--- src/rtl/led_matrix_scanner_pkg.sv ---
// led_scan_pkg: glyph geometry, blank code and scanner FSM encoding shared by led_matrix_scanner
package led_scan_pkg;
   localparam int GLYPH_ROWS = 7;
   localparam int GLYPH_COLS = 7;
   localparam logic [3:0] BLANK_CODE = 4'hF;
   typedef enum logic [1:0] {ST_FETCH, ST_SHIFT, ST_LATCH, ST_DWELL} state_t;
endpackage

--- src/rtl/digit_5x7_rom.sv ---
// digit_5x7_rom: one row of a 5x7 decimal glyph centred in a 7-pixel field; codes 10-15 are blank
module digit_5x7_rom
   import led_scan_pkg::*;
(
   input  logic [3:0]            i_code,
   input  logic [2:0]            i_row,
   output logic [GLYPH_COLS-1:0] o_pixels
);
   logic [34:0] w_glyph;
   logic [34:0] w_shift;
   // glyph rows are packed top row first, five pixels each
   always_comb begin
      case (i_code)
         4'd0:    w_glyph = 35'b01110_10001_10011_10101_11001_10001_01110;
         4'd1:    w_glyph = 35'b00100_01100_00100_00100_00100_00100_01110;
         4'd2:    w_glyph = 35'b01110_10001_00001_00010_00100_01000_11111;
         4'd3:    w_glyph = 35'b01110_10001_00001_00110_00001_10001_01110;
         4'd4:    w_glyph = 35'b00010_00110_01010_10010_11111_00010_00010;
         4'd5:    w_glyph = 35'b11111_10000_11110_00001_00001_10001_01110;
         4'd6:    w_glyph = 35'b00110_01000_10000_11110_10001_10001_01110;
         4'd7:    w_glyph = 35'b11111_00001_00010_00100_01000_01000_01000;
         4'd8:    w_glyph = 35'b01110_10001_10001_01110_10001_10001_01110;
         4'd9:    w_glyph = 35'b01110_10001_10001_01111_00001_00010_01100;
         default: w_glyph = '0;
      endcase
      w_shift  = w_glyph << (5 * i_row);
      o_pixels = {1'b0, w_shift[34:30], 1'b0};
   end
endmodule

--- src/rtl/led_matrix_scanner_hc595_shifter.sv ---
// hc595_shifter: MSB-first serialiser for a 74HC595 chain, CLK_DIV-paced, followed by a CLK_DIV-cycle latch pulse
module hc595_shifter #(
   parameter int WIDTH   = 28,
   parameter int CLK_DIV = 4
) (
   input  logic             clk,
   input  logic             rst,
   input  logic             i_load,
   input  logic [WIDTH-1:0] i_data,
   output logic             o_ser_data,
   output logic             o_ser_clk,
   output logic             o_ser_latch,
   output logic             o_shift_done,
   output logic             o_done
);
   localparam int DW = $clog2(CLK_DIV + 1);
   localparam int BW = $clog2(WIDTH + 1);
   localparam logic [DW-1:0] DIV_LAST = DW'(CLK_DIV - 1);
   localparam logic [BW-1:0] BIT_LAST = BW'(WIDTH - 1);
   logic [WIDTH-1:0] r_sh;
   logic [DW-1:0]    r_div;
   logic [BW-1:0]    r_bit;
   logic             r_active;
   logic             r_clk;
   logic             r_latch;
   logic             w_tick;
   assign w_tick       = (r_div == DIV_LAST);
   assign o_shift_done = r_active && r_clk && w_tick && (r_bit == BIT_LAST);
   assign o_done       = r_latch && w_tick;
   assign o_ser_data   = r_active && r_sh[WIDTH-1];
   assign o_ser_clk    = r_clk;
   assign o_ser_latch  = r_latch;
   always_ff @(posedge clk) begin
      if (rst) begin
         r_sh     <= '0;
         r_div    <= '0;
         r_bit    <= '0;
         r_active <= 1'b0;
         r_clk    <= 1'b0;
         r_latch  <= 1'b0;
      end else if (i_load) begin
         r_sh     <= i_data;
         r_div    <= '0;
         r_bit    <= '0;
         r_active <= 1'b1;
         r_clk    <= 1'b0;
         r_latch  <= 1'b0;
      end else begin
         r_div <= (w_tick || !(r_active || r_latch)) ? '0 : r_div + 1'b1;
         // data advances on the falling shift clock so it is stable across each high phase
         if (r_active && w_tick) begin
            r_clk <= !r_clk;
            if (r_clk) begin
               r_sh  <= r_sh << 1;
               r_bit <= r_bit + 1'b1;
            end
            if (o_shift_done) begin
               r_active <= 1'b0;
               r_latch  <= 1'b1;
            end
         end
         if (o_done) r_latch <= 1'b0;
      end
   end
endmodule

--- src/rtl/led_matrix_scanner.sv ---
// led_matrix_scanner: row-multiplexed 7-row dot-matrix digit driver feeding a 74HC595 column chain.
// Optional LEDSCAN_LEADING_ZERO_BLANK_EN blanks zeros left of the most significant non-zero digit.
module led_matrix_scanner
   import led_scan_pkg::*;
#(
   parameter int NUM_DIGITS = 4,
   parameter int CLK_DIV    = 4,
   parameter int ROW_DWELL  = 2000
) (
   input  logic                    clk,
   input  logic                    rst,
   input  logic [4*NUM_DIGITS-1:0] digits_in,
   input  logic                    load,
   output logic                    ser_data,
   output logic                    ser_clk,
   output logic                    ser_latch,
   output logic [6:0]              row_sel,
   output logic                    frame_done
);
   localparam int NB = GLYPH_COLS * NUM_DIGITS;
   localparam int DW = $clog2(ROW_DWELL + 1);
   localparam logic [2:0] LAST_ROW = 3'(GLYPH_ROWS - 1);
   state_t                  r_state;
   state_t                  w_next;
   logic [2:0]              r_row;
   logic [4*NUM_DIGITS-1:0] r_pend;
   logic                    r_pend_valid;
   logic [4*NUM_DIGITS-1:0] r_shadow;
   logic [DW-1:0]           r_dwell;
   logic [4*NUM_DIGITS-1:0] w_shadow;
   logic [3:0]              w_code [NUM_DIGITS];
   logic [NB-1:0]           w_pattern;
   logic                    w_fetch;
   logic                    w_row0_fetch;
   logic                    w_dwell_end;
   logic                    w_shift_done;
   logic                    w_done;
`ifdef LEDSCAN_LEADING_ZERO_BLANK_EN
   logic                    w_lead;
`endif
   assign w_fetch      = (r_state == ST_FETCH);
   assign w_row0_fetch = w_fetch && (r_row == 3'd0);
   assign w_dwell_end  = (r_state == ST_DWELL) && (r_dwell == DW'(ROW_DWELL - 1));
   // a load arriving in the row-0 fetch itself overrides whatever is pending
   assign w_shadow     = !w_row0_fetch ? r_shadow : load ? digits_in : r_pend_valid ? r_pend : r_shadow;
   always_ff @(posedge clk) begin
      if (rst) r_state <= ST_FETCH;
      else     r_state <= w_next;
   end
   always_comb begin
      w_next = r_state;
      case (r_state)
         ST_FETCH: w_next = ST_SHIFT;
         ST_SHIFT: w_next = w_shift_done ? ST_LATCH : ST_SHIFT;
         ST_LATCH: w_next = w_done ? ST_DWELL : ST_LATCH;
         default:  w_next = w_dwell_end ? ST_FETCH : ST_DWELL;
      endcase
      row_sel    = (r_state == ST_DWELL) ? (7'b1 << r_row) : 7'b0;
      frame_done = w_dwell_end && (r_row == LAST_ROW);
   end
   always_ff @(posedge clk) begin
      if (rst) begin
         r_row        <= '0;
         r_pend       <= '0;
         r_pend_valid <= 1'b0;
         r_shadow     <= '0;
         r_dwell      <= '0;
      end else begin
         r_shadow     <= w_shadow;
         r_pend       <= load ? digits_in : r_pend;
         r_pend_valid <= w_row0_fetch ? 1'b0 : (load || r_pend_valid);
         r_dwell      <= ((r_state == ST_DWELL) && !w_dwell_end) ? r_dwell + 1'b1 : '0;
         if (w_dwell_end) r_row <= (r_row == LAST_ROW) ? 3'd0 : r_row + 1'b1;
      end
   end
   always_comb begin
`ifdef LEDSCAN_LEADING_ZERO_BLANK_EN
      w_lead = 1'b1;
`endif
      for (int i = NUM_DIGITS - 1; i >= 0; i--) begin
`ifdef LEDSCAN_LEADING_ZERO_BLANK_EN
         w_lead    = w_lead && (w_shadow[4*i +: 4] == 4'd0);
         w_code[i] = (w_lead && i != 0) ? BLANK_CODE : w_shadow[4*i +: 4];
`else
         w_code[i] = w_shadow[4*i +: 4];
`endif
      end
   end
   for (genvar d = 0; d < NUM_DIGITS; d++) begin : g_rom
      digit_5x7_rom u_rom (
         .i_code   (w_code[d]),
         .i_row    (r_row),
         .o_pixels (w_pattern[GLYPH_COLS*d +: GLYPH_COLS])
      );
   end
   hc595_shifter #(
      .WIDTH   (NB),
      .CLK_DIV (CLK_DIV)
   ) u_shifter (
      .clk          (clk),
      .rst          (rst),
      .i_load       (w_fetch),
      .i_data       (w_pattern),
      .o_ser_data   (ser_data),
      .o_ser_clk    (ser_clk),
      .o_ser_latch  (ser_latch),
      .o_shift_done (w_shift_done),
      .o_done       (w_done)
   );
endmodule

--- config.mk ---
export PLATFORM = sky130hd
export DESIGN_NAME = led_matrix_scanner
export DESIGN_NICKNAME = d
export VERILOG_FILES = /design/src/rtl/led_matrix_scanner_pkg.sv /design/src/rtl/digit_5x7_rom.sv /design/src/rtl/led_matrix_scanner_hc595_shifter.sv /design/src/rtl/led_matrix_scanner.sv
export SDC_FILE = /design/constraint.sdc
export NUM_CORES = 1
export LEC_CHECK = 0
export CAP_MARGIN = 15
export CORE_MARGIN = 2
export CORE_UTILIZATION = 30
export DETAILED_ROUTE_END_ITERATION = 12
export HOLD_SLACK_MARGIN = 0.15
export SLEW_MARGIN = 20
export SYNTH_ARGS = -nofsm -noshare
export SYNTH_HDL_FRONTEND = slang
export SYNTH_SLANG_ARGS = --single-unit
--- constraint.sdc ---
create_clock -name clk -period 6.8 [get_ports clk]
set_clock_uncertainty 0.2 [all_clocks]
set_input_delay 1.7 -clock clk [delete_from_list [all_inputs] [get_ports clk]]
set_output_delay 1.7 -clock clk [all_outputs]
set_load 0.005 [all_outputs]
* Word level (Yosys, flattened, before mapping)
Memory sizes are Yosys's and may differ from the RTL's. Cells that the tools add are included.
Word-level totals: register bits 87, ROM bits 2240, input port bits 19, output and inout port bits 11, word-level logic and storage cells 80, memories kept 4
Memory list:
- (no name shown) | words 16, bits a word 35, rd ports 1, clocked after Yosys merged registers in 0, write ports 0, RTL line digit_5x7_rom.sv:13 | case (i_code)
- (no name shown) | words 16, bits a word 35, rd ports 1, clocked after Yosys merged registers in 0, write ports 0, RTL line digit_5x7_rom.sv:13
- (no name shown) | words 16, bits a word 35, rd ports 1, clocked after Yosys merged registers in 0, write ports 0, RTL line digit_5x7_rom.sv:13
- (no name shown) | words 16, bits a word 35, rd ports 1, clocked after Yosys merged registers in 0, write ports 0, RTL line digit_5x7_rom.sv:13
Cells by class: add/subtract/negate cells 4, multiply operators 1, equality and inequality tests 7, shift operators 5, muxes and demuxes 15, bitwise gates (word level) 1, reductions and logical operators 30
Operator list (number):
- << shifter 35 x 6 -> 35 bit | 4
- two-way mux 27 bit | 3
- two-way mux 16 bit | 3
- adder 11 x 1 -> 11 bit (second input constant) | 1
- equality test 11 bit (second input constant) | 1
- logical AND 1 bit | 10
- AND reduction 2 bit | 4
- two-way mux 7 bit | 1
- << shifter 1 x 3 -> 7 bit (first input constant) | 1
- adder 3 x 1 -> 3 bit (second input constant) | 2
- multiplier 3 x 3 -> 6 bit (first input constant) | 1
- one-hot mux 2 bit (3 select lines) | 1
- nonzero test 2 bit | 3
- OR reduction 2 bit | 3
- OR reduction 3 bit | 2
- adder 5 x 1 -> 5 bit (second input constant) | 1
- equality test 5 bit (second input constant) | 1
- equality test 2 bit (second input constant) | 2
- two-way mux 1 bit | 4
- two-way mux 2 bit | 2
- equality test 3 x 2 -> 1 bit (second input constant) | 1
- equality test 3 bit (second input constant) | 1
- logical NOT 1 bit | 3
- logical NOT 3 bit | 1
- 5 further kinds | 7

* Logic depth before layout (Yosys ltp)
depth in word-level cells 6, gate-level depth with buffers 19

* By module
A second synthesis with hierarchy kept.
Second synthesis, totals: cell total of the unflattened synthesis 1792, area, all modules 12736.0 µm²
By module, submodules not included:
- digit_5x7_rom (g_rom[0].u_rom ...) | times used 2, cells each 327, area an instance 2143.3 µm², sequential area each 0.0 µm²
- digit_5x7_rom (g_rom[2].u_rom ...) | times used 2, cells each 326, area an instance 2114.5 µm², sequential area each 0.0 µm²
- led_matrix_scanner | times used 1, cells each 277, area an instance 2517.4 µm², sequential area each 980.9 µm²
- hc595_shifter | times used 1, cells each 209, area an instance 1702.9 µm², sequential area each 780.7 µm²

* Least setup slack after synthesis
No wires, ideal clock.
path kind input to register, start point input load, end point register u_shifter.r_sh[17], library setup time 74 ps, arrival 5024 ps, data required time 6526 ps, slack 1502 ps, stages 13, path buffers 5, path through buf_1 -> buf_1 -> clkbuf_1 -> clkbuf_1 -> o221a_2 -> ha_1 -> clkbuf_1 -> or4_1 -> o221ai_1 -> mux2i_1 -> o211ai_1 -> o21ai_1 -> a31oi_1
On the way: word-level cells in the longest chain between the ends 5
RTL lines:
- start, declared | RTL line led_matrix_scanner.sv:13 | input logic load,
- two-way mux 16 bit (2 in a row) | RTL line led_matrix_scanner.sv:45 | assign w_shadow = !w_row0_fetch ? r_shadow : load ? digits_in : r_pend_valid ? r_pend : r_shadow;
- memory read (16 x 35 bit)
- << shifter 35 x 6 -> 35 bit | RTL line digit_5x7_rom.sv:26 | w_shift = w_glyph << (5 * i_row);
- two-way mux 27 bit | RTL line led_matrix_scanner_hc595_shifter.sv:41 | end else if (i_load) begin
- end signal, assigned | RTL line led_matrix_scanner_hc595_shifter.sv:42 | r_sh <= i_data;
- end signal, assigned | RTL line led_matrix_scanner_hc595_shifter.sv:54 | r_sh <= r_sh << 1;
- end, declared | RTL line led_matrix_scanner_hc595_shifter.sv:20 | logic [WIDTH-1:0] r_sh;
Every way passes these cells. A chain may end at the register's enable or synchronous reset.

* Worst setup path in the final report
start point input load, end point register u_shifter.r_sh[24]
Same word-level chain as after synthesis.

==> summary.md <==
| Metric | Value |
|---|---|
| Status | finished, final reports clean |
| CTS resizes | 0 |
| Clock Pin Slew Worst Setup and Hold Paths | 0.07 ns |
| Top sig layer | met4 |
| Die height | 205 um |
| Placer Congestion | 1.00 |
| Mapped Cells | 1,754 |
| Fin crit period | 5.67 ns |
| Req. time, crit path | 6.84 ns |
| Vias per inst | 6.77 |
| Worst EP arrival | 5.70 ns |
| Crit Path Category | in -> reg |
| Multi-input logic area | 9390 um2 |
| Initial antenna violation count | 1 |
| Cell Chain, Critical Path | buf_2, buf_4, nand2_1, nor3_1, or3_1, inv_1, ha_1, nand2b_1, and3_1, a22oi_1, o221ai_1, o21ai_0, a31oi_1 |
| Starting density of the core | 30.4% |
| # port buffers | 29 |
| Fillers | 4,292 |
| Met2 routed wirelength | 23,900 um |
| Hold Crit Class | reg -> reg |
| Post-route ant nets | 0 |
| # setup viols final | 0 |
| Hold Buf Count CTS | 0 |
| CP peak stage delay | 0.68 ns |
| Yosys cell types | 98 |
| Slew margin rel. | 23.8% |
| Sequential cell area | 1750 um2 |
| Crit-path max FO | 48 |
| Cell Rows | 73 |
| PD cells | 158 nW/um2 |
| DRC viols | 0 |
| Global router's overall resource usage | 26.4% |
| RSZ-0062 raised after global routing | no |
| Detailed Routing Iterations Pass 1 | 7 |
| CTS max path bufs | 2 |
| Total CTS buffers | 9 |
| Number of synthesis warnings | 0 |
| Post-CTS Setup Bufs | 0 |
| Share of post-route cells with drive strength above 1 | 7.95% |
| Clock sink total | 87 |
| Routed wire length | 56,600 um |
| DR WL/cell | 25.9 um |
| Lkg Pwr | 4.65 nW |
| Die Footprint | 41,800 um2 |
| Die Wd | 205 um |
| H-tree depth | 3 |
| Total grt overflow | 0 |
| Worst setup SP type | primary input |
| Fmax | 176 MHz |
| Slew Limit Fails | 0 |
| Synthesized cell area | 12,100 um2 |
| Clock Latency Late Sink | 0.38 ns |
| Family with the most delay on the worst path | simple AND/OR/NAND/NOR gates |
| DP Wirelength | 39,100 um |
| Vias | 14,800 |
| Met1 WL | 22,700 um |
| Synthesized area per cell | 6.88 um2 |
| Max_cap viols | 0 |
| Post-synthesis sequential area ratio | 14.4% |
| EDFF count, synth | 0 |
| Syn-to-layout area delta | 6.71% |
| Final-stage net count | 1,730 |
| Antenna fix cells | 0 |
| Crit share post-route | 83.3% |
| Slowest-stage cell, CP | nor3_1 |
| Maximum vdd drop | 0.000119 V |
| Net count after synthesis | 1,828 |
| Seq cells post-synth | 87 |
| Post-synth ARST share | 0% |
| TritonCTS clock tree | yes |
| Core region area | 39,700 um2 |
| Met3 wire len | 6180 um |
| DR iter-0 viols | 2,223 |
| Fin cells | 2,186 |
| Kind of end point of the critical path | flip-flop |
| Setup TNS after final layout | 0 ns |
| Largest net degree at the start of global routing | 163 |
| Hold Vio Cnt, Final | 0 |
| Global-route wire length before repair | 86,000 um |
| Num ports | 30 |
| Number of global-route vias before repair | 13,900 |
| Worst path buffer plus inverter count | 3 |
| Top_reg_cell synth | dfxtp_1 |
| Slew at the pin closest to its max-slew limit | 1.14 ns |
| Cell Count Post-Placement | 2,170 |
| Clock Tree Root | clkbuf_16 |
## report_power, final
part           switching [W]  internal (W)
Sequential         0.0000187      0.000532
Clock               0.000258      0.000301
Combinational       0.000615      0.000303
## cell families (layout without fill, tap and decap cells)
logic type | Yosys count | in the layout | synth area share (%)
compound gates | 655 | 655 | 39.2
simple gates | 631 | 631 | 23.9
buf+inv | 221 | 128 | 7.92
mux | 87 | 87 | 7.56
flops | 87 | 87 | 14.4
fa+ha+maj | 55 | 55 | 5.70
xor+xnor | 18 | 18 | 1.31
## registers in the layout, indices dropped and copies added, names as in the netlist
| name | flops |
|---|---|
| r_dwell | 11 |
| r_pend | 16 |
| r_pend_valid | 1 |
| r_row | 3 |
| r_shadow | 16 |
| r_state | 2 |
| u_shifter.o_ser_clk | 1 |
| u_shifter.o_ser_latch | 1 |
| u_shifter.r_active | 1 |
| u_shifter.r_bit | 5 |
| u_shifter.r_div | 3 |
| u_shifter.r_sh | 27 |
## final timing paths
path / to / startpoint / slack, ns / cells after the start
max: u_shifter.r_sh[24] / load / 1.13 / 13
min: u_shifter.r_div[0] / u_shifter.r_div[0] / 0.22 / 1
max reg2reg: u_shifter.r_sh[25] / r_row[1] / 1.78 / 12
min reg2reg: u_shifter.r_div[0] / u_shifter.r_div[0] / 0.22 / 1
## stage by stage
step                      hold WS, ns  instance area (um2)  utilization (%)  setup WS (ns)  total power (W)
after detailed placement        0.213                12600             31.6          0.929          0.00144
final                           0.218                12900             32.4           1.13          0.00203
after CTS                       0.223                12900             32.4           1.29          0.00200
after global routing            0.249                12900             32.4          0.923          0.00212
after floorplan                 0.199                12100                -           1.50          0.00121
after global placement          0.207                12600             31.6          0.954          0.00145
## final cells by class
type / instances / area share [%]
Multi-Input combinational cell: 1446 / 73.0
Sequential cell: 87 / 13.6
Tap cell: 525 / 5.10
Timing Repair Buffer: 71 / 4.72
Clock buffer: 10 / 1.86
Inverter: 41 / 1.21
Clock inverter: 6 / 0.564
## per-layer routing
metal | up-vias | global-route usage [%]
met2 | 1055 | 39.3
li1 | 6505 | -
met5 | - | 0
met3 | 246 | 6.27
met1 | 6997 | 34.2
met4 | 0 | 16.8
## cells in the final DEF (no fill, tap or decap), types with 29 or more instances in the layout
master	count
nor2_1	201
nand2_1	196
a21oi_1	128
o21ai_0	103
dfxtp_1	85
mux2i_1	74
nand3_1	72
nor3_1	55
ha_1	54
buf_4	41
a211oi_1	40
a31oi_1	33
inv_1	30
o211ai_1	29
## cell usage after synthesis (10+ instances only)
cell type	instances	area share, %
xnor2_1	10	0.73
and3_1	22	1.1
mux2i_1	74	6.1
a22oi_1	11	0.68
a31oi_1	33	1.7
nor4_1	15	0.78
a21o_1	20	1.2
inv_1	30	0.93
o22ai_1	27	1.4
a211o_1	11	0.80
dfxtp_1	87	14
o221ai_1	21	1.5
a311oi_1	13	0.94
clkbuf_1	121	3.8
ha_1	55	5.7
nand2_1	196	6.1
nand4_1	16	0.83
nand3_1	72	3.0
o21ai_0	103	4.3
a2111oi_0	14	1.0
o211ai_1	29	1.8
nor2_1	201	6.3
a21oi_1	128	5.3
o2111ai_1	16	1.2
o31ai_1	22	1.4
nor3_1	55	2.3
buf_2	31	1.3
buf_1	12	0.37
o311ai_0	10	0.73
a221oi_1	10	0.73
mux2_2	10	0.93
a211oi_1	40	2.5
o221a_2	11	1.0
o32a_1	18	1.5
No activity file was read; power rests on OpenSTA's default activity.
